**src/rtl/pe_dma_desc_queue.sv**
```systemverilog
// Descriptor FIFO and launch sequencer in front of the PE DMA controller.
// Optional S_WAIT watchdog: define PE_DMA_DESC_TIMEOUT_EN.
module pe_dma_desc_queue #(
  parameter int DEPTH          = 8,
  parameter int CNT_W          = 16,
  parameter int TIMEOUT_CYCLES = 4096
) (
  input  logic                     clk,
  input  logic                     rst_n,
  input  logic                     enable,
  input  logic                     flush,
  input  logic                     desc_valid,
  output logic                     desc_ready,
  input  logic [31:0]              desc_src,
  input  logic [31:0]              desc_dst,
  input  logic [31:0]              desc_size,
  input  logic [31:0]              desc_src_stride,
  input  logic [31:0]              desc_dst_stride,
  input  logic [2:0]               desc_mode,
  output logic [31:0]              dma_src_addr,
  output logic [31:0]              dma_dst_addr,
  output logic [31:0]              dma_size,
  output logic [31:0]              dma_src_stride,
  output logic [31:0]              dma_dst_stride,
  output logic [2:0]               dma_mode,
  output logic                     dma_start,
  input  logic                     dma_done,
  input  logic                     dma_error,
  input  logic                     dma_busy,
  output logic [$clog2(DEPTH):0]   fifo_count,
  output logic [CNT_W-1:0]         done_count,
  output logic [CNT_W-1:0]         err_count,
  output logic                     irq,
  input  logic                     irq_clr,
  output logic                     timeout,
  output logic                     idle
);
  // state   | meaning
  // S_IDLE  | pop/validate head when enabled and DMA not busy
  // S_START | dma_start high for this single cycle
  // S_WAIT  | transfer in flight, waiting for dma_done
  localparam int AW = $clog2(DEPTH);

  typedef struct packed {
    logic [31:0] src;
    logic [31:0] dst;
    logic [31:0] size;
    logic [31:0] src_stride;
    logic [31:0] dst_stride;
    logic [2:0]  mode;
  } desc_t;

  typedef enum logic [1:0] {S_IDLE, S_START, S_WAIT} state_t;

  desc_t          mem_q [DEPTH];
  logic [AW-1:0]  wr_ptr_q, rd_ptr_q;
  logic [AW:0]    count_q, count_d;
  state_t         state_q;
  desc_t          head, cfg_q;
  logic           dma_start_q, irq_q;
  logic [CNT_W-1:0] done_q, err_q;
  logic           full, empty, push, pop, head_bad, irq_set, wd_expire;

  assign full       = (count_q == (AW+1)'(DEPTH));
  assign empty      = (count_q == '0);
  assign desc_ready = !full && !flush;
  assign push       = desc_valid && desc_ready;
  // flush wins over a same-cycle pop so nothing queued escapes the discard
  assign pop        = (state_q == S_IDLE) && enable && !empty && !dma_busy && !flush;
  assign head       = mem_q[rd_ptr_q];
  assign head_bad   = (head.size == '0) || (head.size[1:0] != 2'b00) ||
                      (head.src[1:0] != 2'b00) || (head.dst[1:0] != 2'b00);
  assign irq_set    = (pop && head_bad) || ((state_q == S_WAIT) && (dma_done || wd_expire));

  always_comb begin
    count_d = count_q;
    if (flush)              count_d = '0;
    else if (push && !pop)  count_d = count_q + (AW+1)'(1);
    else if (pop && !push)  count_d = count_q - (AW+1)'(1);
  end

  always_ff @(posedge clk) begin
    if (push) mem_q[wr_ptr_q] <= {desc_src, desc_dst, desc_size, desc_src_stride, desc_dst_stride, desc_mode};
  end

  always_ff @(posedge clk or negedge rst_n) begin
    if (!rst_n) begin
      wr_ptr_q <= '0;
      rd_ptr_q <= '0;
      count_q  <= '0;
    end else begin
      count_q <= count_d;
      if (flush) begin
        wr_ptr_q <= '0;
        rd_ptr_q <= '0;
      end else begin
        if (push) wr_ptr_q <= wr_ptr_q + AW'(1);
        if (pop)  rd_ptr_q <= rd_ptr_q + AW'(1);
      end
    end
  end

`ifdef PE_DMA_DESC_TIMEOUT_EN
  localparam logic [31:0] WD_INIT = 32'(TIMEOUT_CYCLES - 1);
  logic [31:0] wd_q;
  logic        timeout_q;
  assign wd_expire = (state_q == S_WAIT) && !dma_done && (wd_q == '0);
  assign timeout   = timeout_q;
`else
  logic unused_timeout_cfg;
  assign unused_timeout_cfg = ^32'(TIMEOUT_CYCLES);
  assign wd_expire = 1'b0;
  assign timeout   = 1'b0;
`endif

  always_ff @(posedge clk or negedge rst_n) begin
    if (!rst_n) begin
      state_q     <= S_IDLE;
      cfg_q       <= '0;
      dma_start_q <= 1'b0;
      done_q      <= '0;
      err_q       <= '0;
      irq_q       <= 1'b0;
`ifdef PE_DMA_DESC_TIMEOUT_EN
      wd_q        <= '0;
      timeout_q   <= 1'b0;
`endif
    end else begin
      dma_start_q <= 1'b0;
      irq_q       <= irq_set || (irq_q && !irq_clr);
`ifdef PE_DMA_DESC_TIMEOUT_EN
      timeout_q   <= wd_expire || (timeout_q && !irq_clr);
`endif
      case (state_q)
        S_IDLE: begin
          if (pop) begin
            if (head_bad) begin
              err_q <= err_q + CNT_W'(1);
            end else begin
              cfg_q       <= head;
              dma_start_q <= 1'b1;
              state_q     <= S_START;
            end
          end
        end
        S_START: begin
          state_q <= S_WAIT;
`ifdef PE_DMA_DESC_TIMEOUT_EN
          wd_q    <= WD_INIT;
`endif
        end
        S_WAIT: begin
          if (dma_done) begin
            if (dma_error) err_q  <= err_q + CNT_W'(1);
            else           done_q <= done_q + CNT_W'(1);
            state_q <= S_IDLE;
          end else if (wd_expire) begin
            err_q   <= err_q + CNT_W'(1);
            state_q <= S_IDLE;
          end
`ifdef PE_DMA_DESC_TIMEOUT_EN
          else begin
            wd_q <= wd_q - 32'd1;
          end
`endif
        end
        default: state_q <= S_IDLE;
      endcase
    end
  end

  assign dma_src_addr   = cfg_q.src;
  assign dma_dst_addr   = cfg_q.dst;
  assign dma_size       = cfg_q.size;
  assign dma_src_stride = cfg_q.src_stride;
  assign dma_dst_stride = cfg_q.dst_stride;
  assign dma_mode       = cfg_q.mode;
  assign dma_start      = dma_start_q;
  assign fifo_count     = count_q;
  assign done_count     = done_q;
  assign err_count      = err_q;
  assign irq            = irq_q;
  assign idle           = empty && (state_q == S_IDLE);
endmodule

```
**config.mk**
```make
export PLATFORM = sky130hd
export DESIGN_NAME = pe_dma_desc_queue
export DESIGN_NICKNAME = d
export VERILOG_FILES = /design/src/rtl/pe_dma_desc_queue.sv
export SDC_FILE = /design/constraint.sdc
export NUM_CORES = 2
export LEC_CHECK = 0
export BUFFER_PORTS_ARGS = -buffer_cell sky130_fd_sc_hd__buf_2
export CELL_PAD_IN_SITES_DETAIL_PLACEMENT = 2
export CELL_PAD_IN_SITES_GLOBAL_PLACEMENT = 2
export CORE_ASPECT_RATIO = 1.25
export CORE_UTILIZATION = 47
export DETAILED_ROUTE_END_ITERATION = 8
export PLACE_DENSITY_LB_ADDON = 0.08
export SLEW_MARGIN = 10
export SYNTH_ARGS = -nofsm -noshare
export SYNTH_HDL_FRONTEND = slang
export SYNTH_SLANG_ARGS = --single-unit
```
**constraint.sdc**
```tcl
create_clock -name clk -period 21.5 [get_ports clk]
set_input_delay 2.15 -clock clk [delete_from_list [all_inputs] [get_ports clk]]
set_output_delay 2.15 -clock clk [all_outputs]
set_load 0.02 [all_outputs]
```
==> flow_summary.json <==
{
  "status": "finished, final reports clean",
  "synthDominantCellAreaShare": 0.684,
  "power.switching_mw": 2.03,
  "hold_path.class": "reg2reg",
  "synthFlopType": "edfxtp_1",
  "place_worst_setup_slack_ps": 15500,
  "synth.area.top_cells": "edfxtp_1 68%, mux4_2 12%, dfrtp_1 9.1%",
  "fin_nets": 3397,
  "syn_nets": 2964,
  "rr_worst_depth": 11,
  "drive_gt1_frac": 0.304,
  "min_path_cells": 1,
  "yosys.area.top_type": "edfxtp_1",
  "hold_viol": 0,
  "synthCells": 2785,
  "start_util": 0.476,
  "worst_path_max_delay_cell": "dfrtp_4",
  "synthArstFlopShare": 0.138,
  "peakVddDrop_mv": 0.0816,
  "critPathMaxFanout": 89,
  "seq_power_share": 0.482,
  "fillers": 10200,
  "dpl_cell_area_um2": 61000,
  "yosysSeqAreaShare": 0.775,
  "grt_max_degree": 156,
  "cts_buffer_depth": 3,
  "synth.avg_cell_area_um2": 20.6,
  "p_leak_nw": 22.0,
  "crit_type": "reg2reg",
  "fin_skew_ps": 28.3,
  "wl_per_cell_um": 32.6,
  "dieHeight_um": 392,
  "clkTransAtPathRegs_ps": 70,
  "synth-seq-cells": 1513,
  "drtIter0Drc": 2193,
  "timing.fmax_mhz": 170,
  "synth_area_um2": 57300,
  "numPortBuffers": 374,
  "wl_um": 161000,
  "ys_types": 58,
  "fin_crit_ps": 5870,
  "rsz0062_at_grt": "no",
  "critPathMaxStageDelay_ps": 1060,
  "cp.arrival_ps": 6490,
  "drc": 0,
  "post_cts_resized": 0,
  "cp_common_cell": "buf_4",
  "p_comb_frac": 0.154,
  "ys_warn_count": 0,
  "ctsRootBufferMaster": "clkbuf_16",
  "cts_tree": "built",
  "die_w_um": 314,
  "dieArea_um2": 123000,
  "dr.pass1.iters": 5,
  "postCtsHoldBufs": 0,
  "synth_edf_count": 1304,
  "maxCapViolCount": 0,
  "fin_util": 0.549,
  "rows": 142,
  "area_growth_pct": 15.2,
  "tns_ps": 0,
  "grt_pass1_vias": 32800,
  "vias": 29100,
  "dp.cells": 4648,
  "dp_hpwl_um": 91000,
  "h-tree-depth": 4,
  "tightest_slew_ps": 1180,
  "regToRegSetupSlack_ps": 15630,
  "layoutNonFillerInstCount": 4954,
  "drv_slew": 0,
  "post_cts_buffers": 0,
  "final_area_um2": 66000,
  "design.core.area_um2": 120000,
  "clkPwrFrac": 0.364,
  "powerDensity_nw_per_um2": 112,
  "p_int_mw": 5.36,
  "track_usage": 0.265,
  "vias_per_cell": 5.88,
  "path_cells": "buf_4, mux4_2, mux2i_1, o2111ai_1, nand4bb_1, a311oi_2, a211oi_4, buf_4, buf_4, nor2_1, a21oi_2",
  "cts_buffers": 152,
  "ant_nets": 0,
  "setup_viol": 0,
  "swShare": 0.274,
  "relSlewSlack": 0.210,
  "overflow": 0,
  "clock_sinks": 1513,
  "required_ps": 22130,
  "worstSkewPairLatency_ps": 800,
  "grt_pass1_wl_um": 232000,
  "cp-start-kind": "flop",
  "fin_ws_ps": 15630,
  "antenna_found_initial": 62,
  "end_kind": "flop",
  "pin_count": 376,
  "fin_crit_sh": 0.273,
  "gp_congestion": 0.795
}
-- power groups by stage --
stage | combinational [mW] | clock (mW) | sequential [mW]
final | 1.14 | 2.69 | 3.56
after detailed placement | 1.14 | 0 | 3.62
after global routing | 1.22 | 2.83 | 3.58
after CTS | 1.16 | 2.74 | 3.56
after floorplan | 0.553 | 0 | 3.76
after global placement | 1.08 | 0 | 3.59
-- final timing paths --
path	startpoint	to
min	err_count[15]	err_count[15]
max in group asynchronous	rst_n	dma_src_addr[11]
min reg2reg	err_count[15]	err_count[15]
max reg2reg	rd_ptr_q[1]	dma_src_addr[29]
min in group asynchronous	rst_n	fifo_count[0]
max	rd_ptr_q[1]	dma_src_addr[29]
-- cells in the mapped netlist, types with 14 or more instances --
| cell | n |
|---|---|
| mux4_2 | 294 |
| dfrtp_1 | 209 |
| clkbuf_1 | 68 |
| xnor2_1 | 14 |
| xor2_1 | 18 |
| nor3_1 | 25 |
| mux2i_1 | 206 |
| nand2_1 | 45 |
| buf_2 | 41 |
| buf_1 | 15 |
| nand3_1 | 42 |
| nor2_1 | 183 |
| a21oi_2 | 50 |
| a21oi_1 | 121 |
| edfxtp_1 | 1304 |
-- placed cells by master, fill, tap and decap left out, types with 4 or more instances in the layout --
cell type,count
o22ai_1,6
nand3_1,42
nand4_1,8
mux4_2,294
nor2_1,181
a21oi_2,50
nand2_1,45
inv_1,8
nor4_1,4
xnor2_1,14
dfrtp_1,206
nand2b_1,7
mux2_2,10
edfxtp_1,1304
buf_4,37
diode_2,25
a21oi_1,121
clkbuf_8,10
clkbuf_1,34
clkinvlp_4,11
nor2b_1,7
buf_2,373
a22oi_1,7
clkinv_2,28
and3_1,8
xor2_1,18
nor3b_1,5
bufinv_16,12
o21ai_0,10
buf_12,7
inv_6,5
clkinv_1,19
clkbuf_16,157
nor3_1,23
mux2i_1,206
a211oi_1,4
ha_1,6
-- critical path, delay by kind of cell (launching register included) --
family / cells / cell delay (ps)
buf+inv: 3 / 1950
flops: 1 / 1060
compound gates: 4 / 1010
mux: 2 / 910
simple gates: 2 / 580
-- per-stage QoR --
step	total power, mW	hold slack, ps
global placement	4.67	456
finish	7.39	466
detailed placement	4.76	472
global route	7.63	499
floorplan	4.31	517
CTS	7.46	479
-- registers in the layout (all words and copies together), names as in the netlist, 2 cells and up --
| register | count |
|---|---|
| dma_dst_addr | 32 |
| dma_dst_stride | 32 |
| dma_mode | 3 |
| dma_size | 32 |
| dma_src_addr | 32 |
| dma_src_stride | 32 |
| done_count | 16 |
| err_count | 16 |
| fifo_count | 4 |
| mem_q | 1304 |
| rd_ptr_q | 3 |
| state_q | 2 |
| wr_ptr_q | 3 |
-- layer usage --
layer | routed length (µm) | global-route usage | up-vias
li1 | - | - | 12200
met1 | 62600 | 0.326 | 15800
met2 | 84900 | 0.461 | 874
met3 | 9210 | 0.0546 | 263
met4 | 4340 | 0.0957 | 46
met5 | 282 | 0 | -
-- logic make-up after synthesis --
kind of cell,after synthesis,synth area share
AND/OR/NAND/NOR,351,0.0277
flip-flops,1513,0.775
other,1,0.0000655
adder cells (fa/ha/maj),7,0.00166
XOR/XNOR,32,0.00489
AO/OA/AOI/OAI,224,0.0251
buffers and inverters,147,0.0122
multiplexers,510,0.154
-- cell type report --
| cell class | count | area (µm²) | area share |
|---|---|---|---|
| Sequential cell | 1513 | 44400 | 0.673 |
| Clock inverter | 80 | 768 | 0.0116 |
| Timing Repair Buffer | 418 | 2300 | 0.0348 |
| Inverter | 8 | 30.0 | 0.000455 |
| Tap cell | 1584 | 1980 | 0.0300 |
| Multi-Input combinational cell | 1125 | 12300 | 0.186 |
| Antenna cell | 25 | 62.6 | 0.000948 |
| Clock buffer | 201 | 4190 | 0.0636 |
Power figures use the tool's default switching activity.
